==> src/rtl/gray_counter_if.sv <==
// rtl/gray_counter_if.sv - control and count bundle between a gray_counter and its user
//
// Signals:
//   en        advance counter one step this cycle
//   up_dn     direction: 1 = up, 0 = down
//   load      load counter from load_bin this cycle
//   load_bin  binary value to load (N bits)
//   gray_out  registered Gray count (N bits)
//   bin_out   registered binary count matching gray_out (N bits)
//   tc        terminal count for the current direction
//   wrap      registered pulse, high the cycle after the count wraps
//   step      registered pulse, high the cycle after any en-driven advance
// Modports: master drives the controls, slave is the counter.
interface gray_counter_if #(
    parameter int N = 4
);
    logic         en;
    logic         up_dn;
    logic         load;
    logic [N-1:0] load_bin;
    logic [N-1:0] gray_out;
    logic [N-1:0] bin_out;
    logic         tc;
    logic         wrap;
    logic         step;

    modport master (
        output en, up_dn, load, load_bin,
        input  gray_out, bin_out, tc, wrap, step
    );

    modport slave (
        input  en, up_dn, load, load_bin,
        output gray_out, bin_out, tc, wrap, step
    );
endinterface

==> src/rtl/gray_counter.sv <==
// rtl/gray_counter.sv - registered N-bit up/down Gray counter with load, terminal count and wrap/step pulses
//
// Ports:
//   clk  single system clock, all state updates on the rising edge
//   rst  synchronous active-high reset
//   bus  gray_counter_if.slave: en/up_dn/load/load_bin in,
//        gray_out/bin_out/tc/wrap/step out
// Priority each edge: rst > load > en > hold.
module gray_counter #(
    parameter int N = 4
) (
    input  logic           clk,
    input  logic           rst,
    gray_counter_if.slave  bus
);
    logic [N-1:0] b;
    logic [N-1:0] g;
    logic [N-1:0] b_next;
    logic         at_end;
    logic         wrap_q;
    logic         step_q;

    // Last value in the current direction: all ones going up, zero going down.
    // Shared by the live tc output and the registered wrap decision.
    assign at_end = bus.up_dn ? (&b) : ~(|b);

    always_comb begin
        b_next = b;
        if (bus.load) begin
            b_next = bus.load_bin;
        end else if (bus.en) begin
            b_next = bus.up_dn ? (b + 1'b1) : (b - 1'b1);
        end
    end

    // Gray is registered from the same next binary value so gray_out and
    // bin_out always change on the same edge.
    always_ff @(posedge clk) begin
        if (rst) begin
            b      <= '0;
            g      <= '0;
            wrap_q <= 1'b0;
            step_q <= 1'b0;
        end else begin
            b      <= b_next;
            g      <= b_next ^ (b_next >> 1);
            step_q <= bus.en & ~bus.load;
            wrap_q <= bus.en & ~bus.load & at_end;
        end
    end

    assign bus.bin_out  = b;
    assign bus.gray_out = g;
    assign bus.tc       = at_end;
    assign bus.wrap     = wrap_q;
    assign bus.step     = step_q;
endmodule

==> src/flat_wrapper.sv <==
// flat-port wrapper written by rule: the top's interface ports become plain ports
module gray_counter_flat 
#(
    parameter int N = 4
)
  (clk, rst, bus_en, bus_up_dn, bus_load, bus_load_bin, bus_gray_out, bus_bin_out, bus_tc, bus_wrap, bus_step);
  gray_counter_if #(.N(N)) bus_i ();
  input  logic clk;
  input  logic rst;
  input wire logic [$bits(bus_i.en)-1:0] bus_en;
  input wire logic [$bits(bus_i.up_dn)-1:0] bus_up_dn;
  input wire logic [$bits(bus_i.load)-1:0] bus_load;
  input wire logic [$bits(bus_i.load_bin)-1:0] bus_load_bin;
  output wire logic [$bits(bus_i.gray_out)-1:0] bus_gray_out;
  output wire logic [$bits(bus_i.bin_out)-1:0] bus_bin_out;
  output wire logic [$bits(bus_i.tc)-1:0] bus_tc;
  output wire logic [$bits(bus_i.wrap)-1:0] bus_wrap;
  output wire logic [$bits(bus_i.step)-1:0] bus_step;
  assign bus_i.en = bus_en;
  assign bus_i.up_dn = bus_up_dn;
  assign bus_i.load = bus_load;
  assign bus_i.load_bin = bus_load_bin;
  assign bus_gray_out = bus_i.gray_out;
  assign bus_bin_out = bus_i.bin_out;
  assign bus_tc = bus_i.tc;
  assign bus_wrap = bus_i.wrap;
  assign bus_step = bus_i.step;
  gray_counter #(.N(N)) u_core (.clk(clk), .rst(rst), .bus(bus_i));
endmodule
==> config.mk <==
export PLATFORM = sky130hd
export DESIGN_NAME = gray_counter_flat
export DESIGN_NICKNAME = d
export VERILOG_FILES = /design/src/rtl/gray_counter_if.sv /design/src/rtl/gray_counter.sv /design/src/flat_wrapper.sv
export SDC_FILE = /design/constraint.sdc
export NUM_CORES = 1
export LEC_CHECK = 0
export ABC_AREA = 1
export CORE_AREA = 2 2 39 41
export CTS_CLUSTER_DIAMETER = 40
export DETAILED_ROUTE_END_ITERATION = 8
export DIE_AREA = 0 0 41 43
export PLACE_DENSITY_LB_ADDON = 0.08
export SLEW_MARGIN = 20
export SYNTH_ARGS = -nofsm -noshare
export SYNTH_HDL_FRONTEND = slang
export SYNTH_SLANG_ARGS = --single-unit
export TNS_END_PERCENT = 1
==> constraint.sdc <==
create_clock -name clk -period 3 [get_ports clk]
set_clock_uncertainty 0.2 [all_clocks]
set_input_delay 0.45 -clock clk [delete_from_list [all_inputs] [get_ports clk]]
set_output_delay 0.45 -clock clk [all_outputs]
set_load 0.005 [all_outputs]
==> flow_summary.ini, run 1 <==
[outcome]
run_status = finished clean

[timing]
max_slew_margin = 0.8216
timing.fmax_ghz = 0.4100
tightest_slew_ns = 0.2673
finalHoldViolations = 0
rsz0062_at_grt = false
post-route-period-util = 0.8131
min_period_ns = 2.439
maxSlewViolCount = 0
finalSetupTns_ns = 0
setup_viol = 0

[cts]
htreeDepth = 1
cts_resized = 0
clk_pin_slew_ns = 0.06
root_buffer = clkbuf_4
post_cts_buffers = 0
cts_tree = yes
postCtsHoldBufs = 0
clk_path_buf_depth = 2
worstSkewPairLatency_ns = 0.26
clkSinkCount = 9
cts_buffers = 3

[global_route]
overflow = 0
grt_use_total = 0.1332
grt_pass1_vias = 389
grt_max_degree = 7
antenna_found_initial = 0
grt_pass1_wl_mm = 1.573

[finish]
seqCellArea_um2 = 180.2
layout-area-overhead-vs-synth_pct = 46.92
layout_commonest_cell = clkdlybuf4s50_1
multi_input_area_um2 = 274.0
mostFrequentLayoutCells = 19 x clkdlybuf4s50_1, 18 x nand2_1, 9 x dfxtp_1, 5 x nand3_1
fin_area_um2 = 716.9
stdcell_count = 103
nets = 100
fillers = 144
drive_above_1_share = 0.1609
diodes = 0

[power_and_ir_drop]
pwr-share-comb = 0.285
p_sw_frac = 0.2815
power_density_nw_per_um2 = 452.0
p_switching_uw = 91.23
pwr-share-seq = 0.430
vdd_drop_max_mv = 0.2472
p_int_uw = 232.8
power_frac_clock = 0.286
leakagePower_uw = 0.0003126

[logic_synthesis]
yosysTopAreaCell = dfxtp_1
syn_avg_cell_area_um2 = 7.507
synth.area.top_cells = dfxtp_1 37%, nand2_1 14%, a21oi_2 5.4%
syn_inst = 65
ys_ff_latch = 9
ys_types = 19
synth_top_area_share = 0.3692
synth_area_um2 = 488.0
synth_warnings = 0
synth_nets = 77
ys_seq_area_frac = 0.3692

[die]
start_util = 0.3526
die_y_um = 43
coreArea_um2 = 1384
pin_count = 20
rows = 14
die_w_um = 41
die_area_um2 = 1763

[critical_path]
crit_type = input pin to primary output
max_stage_delay_ns = 0.54
path_common_cell = clkdlybuf4s50_1
cp-start-kind = input pin
crit_fanout = 3
cp_slowest_cell = clkdlybuf4s50_1
critical_path.top_delay_family = buffers and inverters
crit_path_end_kind = primary output
critical_path_buf_inv_count = 2
crit_chain = clkdlybuf4s50_1, nand2_1, o21ai_0, clkdlybuf4s50_1
arrival_ns = 1.79
required_ns = 2.35

[place]
postPlaceCellArea_um2 = 690.7
place_hpwl_um = 791.5
io_buffers = 19
dpl.cell_count = 99
gp_congestion = 0.6673

[routing]
wl_per_cell_um = 9.388
vias = 470
totalWireLength_um = 967
avgViaCountPerCell = 4.563
drc = 0
ant_nets = 0
drtIter0Drc = 5
first_pass_iters = 4

[min_path]
hold_path_class = flip-flop to flip-flop

[run]
maxCapViolations = 0
[metal layers]
layer | part of all wire | up-vias | GRT usage
met4 | 0.031 | 0 | 0.1200
met2 | 0.43 | 11 | 0.1656
met3 | 0.051 | 4 | 0.01571
li1 | - | 254 | -
met5 | 0 | - | 0
met1 | 0.49 | 201 | 0.1895
[synth_stat cells, drive strengths merged]
library cell / instances
and2: 1
buf: 1
xnor2: 1
ha: 2
nand3: 5
fa: 1
nand2: 18
a21oi: 4
o21ai: 7
inv: 7
o22a: 1
nor3: 1
nor2: 7
dfxtp: 9
[tightest hold or removal path, stage by stage (launching register included)]
cell     delay (ns)
dfxtp_1        0.33
inv_1          0.07
o21ai_0        0.07
nand2_1        0.08
a21oi_1        0.06
[state kept, by name (all words and copies together), names as in the netlist]
| register | flops |
|---|---|
| u_core.bus.wrap | 1 |
| u_core.bus.step | 1 |
| u_core.bus.bin_out | 3 |
| u_core.bus.gray_out | 4 |
[metrics by stage]
stage	hold WS, ns	util	total power [uW]	worst slack (ns)
floorplan	0.3191	-	189.5	1.263
global placement	0.4642	0.4991	234.2	0.6072
detailed placement	0.4623	0.4991	234.3	0.5570
CTS	0.4676	0.5181	328.2	0.5381
global route	0.5147	0.5181	341.5	0.4176
finish	0.4643	0.5181	324.1	0.5607
[final cells by class]
type,instances,area share
multi-input cells,48,0.3822
clock buffers,4,0.03665
well taps,16,0.02792
inverters,7,0.03665
flip-flops and latches,9,0.2513
repair buffers,19,0.2653
[power by group through the flow]
stage               combinational, uW  sequential (uW)  clock, uW
floorplan                        47.3              142          0
global placement                 92.1              142          0
detailed placement               92.2              142          0
CTS                              93.3              139       95.4
global route                      103              141       98.0
finish                           92.3              139       92.5
[logic make-up (layout without fill, tap and decap cells)]
logic type	count (synthesis)	after routing	synth area share
AOI/OAI and AO/OA	12	12	0.1692
DFF	9	9	0.3692
and+or+nand+nor	32	32	0.2820
adders and majority gates	3	3	0.09230
xor gates and xnor gates	1	1	0.01795
buffers and inverters	8	30	0.06923
[final timing paths]
| check | start | end | slack, ns | depth (start not counted) |
|---|---|---|---|---|
| worst max-delay path | bus_up_dn | bus_tc | 0.56 | 4 |
| worst min-delay path | u_core.bus.gray_out[3]$_SDFF_PP0_ | u_core.bus.gray_out[3]$_SDFF_PP0_ | 0.46 | 4 |
| worst max register to register | u_core.bus.bin_out[0]$_SDFF_PP0_ | u_core.bus.gray_out[0]$_SDFF_PP0_ | 1.26 | 6 |
| worst min register to register | u_core.bus.gray_out[3]$_SDFF_PP0_ | u_core.bus.gray_out[3]$_SDFF_PP0_ | 0.46 | 4 |
(Power assumes the default switching activity.)
==> run 2: changes to the inputs <==
clock period = 2.5 ns   (was 3 ns; I/O delays follow)
==> run 2 against run 1 <==
Net effect: final cell count unchanged; flip-flop and latch count unchanged; clock power up 17%; utilization is the same; register-to-register slack lost 0.52 ns; routed wire length shrank 0.72%; sequential share of layout area stayed put; die area did not move; largest cell class unchanged; highest routed layer unchanged.
==> flow_summary.ini, run 2 (synthesized netlist as in run 1, its figures left out) <==
[outcome]
run_status = finished clean

[finish]
diodes = 0
layout-area-overhead-vs-synth_pct = 46.92
largest_reg_flops = 4
fin_util = 0.5181
fin_area_um2 = 716.9
nets = 100
layout_commonest_cell = clkdlybuf4s50_1
mostFrequentLayoutCells = 19 x clkdlybuf4s50_1, 18 x nand2_1, 9 x dfxtp_1, 5 x nand3_1
drive_above_1_share = 0.1609

[die]
die_w_um = 41
start_util = 0.3526
coreArea_um2 = 1384
rows = 14
die_y_um = 43
die_area_um2 = 1763
pin_count = 20

[place]
gp_congestion = 0.6739
place_hpwl_um = 808.9
postPlaceCellArea_um2 = 690.7
io_buffers = 19

[timing]
max_slew_margin = 0.8154
finalSetupTns_ns = 0
timing.fmax_ghz = 0.4360
post-route-period-util = 0.9173
min_period_ns = 2.293
finalHoldViolations = 0
maxSlewViolCount = 0
setup_viol = 0
fin_hold_ws_ns = 0.4712
tightest_slew_ns = 0.2765
rsz0062_at_grt = false

[cts]
cts_resized = 0
cts_buffers = 3
clkSinkCount = 9
post_cts_buffers = 0
cts_tree = yes
postCtsHoldBufs = 0
worstSkewPairLatency_ns = 0.25
htreeDepth = 1
clk_pin_slew_ns = 0.05
root_buffer = clkbuf_4
clk_path_buf_depth = 2

[routing]
wl_per_cell_um = 9.320
ant_nets = 0
drtIter0Drc = 8
vias = 465
avgViaCountPerCell = 4.515
drc = 0
totalWireLength_um = 960
first_pass_iters = 4

[critical_path]
worst-r2r-cell-count = 6
crit_fanout = 3
crit_path_end_kind = primary output
cp-start-kind = input pin
max_stage_delay_ns = 0.54
cp_num_cells = 4
crit_type = input pin to primary output
critical_path.top_delay_family = buffers and inverters
cp_slowest_cell = clkdlybuf4s50_1
path_common_cell = clkdlybuf4s50_1
critical_path_buf_inv_count = 2
required_ns = 1.92
crit_chain = clkdlybuf4s50_1, nand2_1, o21ai_0, clkdlybuf4s50_1
arrival_ns = 1.72

[power_and_ir_drop]
leakagePower_uw = 0.0003126
total_power_uw = 386.1
power_density_nw_per_um2 = 538.6
vdd_drop_max_mv = 0.2940

[min_path]
hold_path_class = flip-flop to flip-flop
holdPathStages = 4

[global_route]
grt_pass1_vias = 382
grt_use_total = 0.1355
grt_pass1_wl_mm = 1.621
grt_max_degree = 7
overflow = 0
antenna_found_initial = 0

[run]
maxCapViolations = 0
-- run 2: power breakdown --
group          switching (uW)  internal [uW]  total [uW]
clock network            46.5           61.2         108
registers                11.2            156         168
logic                    49.1           61.8         111
-- run 2: worst paths after layout --
check / startpoint / to / slack (ns)
worst min register to register: u_core.bus.gray_out[3]$_SDFF_PP0_ / u_core.bus.gray_out[3]$_SDFF_PP0_ / 0.47
worst max register to register: u_core.bus.bin_out[0]$_SDFF_PP0_ / u_core.bus.gray_out[0]$_SDFF_PP0_ / 0.74
worst min-delay path: u_core.bus.gray_out[3]$_SDFF_PP0_ / u_core.bus.gray_out[3]$_SDFF_PP0_ / 0.47
worst max-delay path: bus_up_dn / bus_tc / 0.21
-- run 2: stage by stage --
stage                     instances  setup slack [ns]
final                           103            0.2066
after global routing            103           0.08498
after CTS                       103            0.1687
after detailed placement         99            0.1745
after global placement           99            0.1819
after floorplan                  65            0.8377
-- run 2: final cells by class --
cell class / instances / area, um2
clock buffer: 4 / 26.28
tap: 16 / 20.02
sequential: 9 / 180.2
timing repair buffer: 19 / 190.2
inverter: 7 / 26.28
fill: 144 / 666.9
multi-input combinational: 48 / 274.0
-- run 2: layer usage --
layer | vias up | GRT usage | routed length [um]
li1 | 253 | - | -
met1 | 197 | 0.2138 | 463
met2 | 13 | 0.1688 | 434
met3 | 2 | 0.01571 | 47
met4 | 0 | 0.08000 | 15
met5 | - | 0 | 0
-- run 2: worst min-delay path, stage by stage (launching register included) --
cell     delay [ns]
dfxtp_1        0.34
inv_1          0.08
o21ai_0        0.07
nand2_1        0.08
a21oi_1        0.06
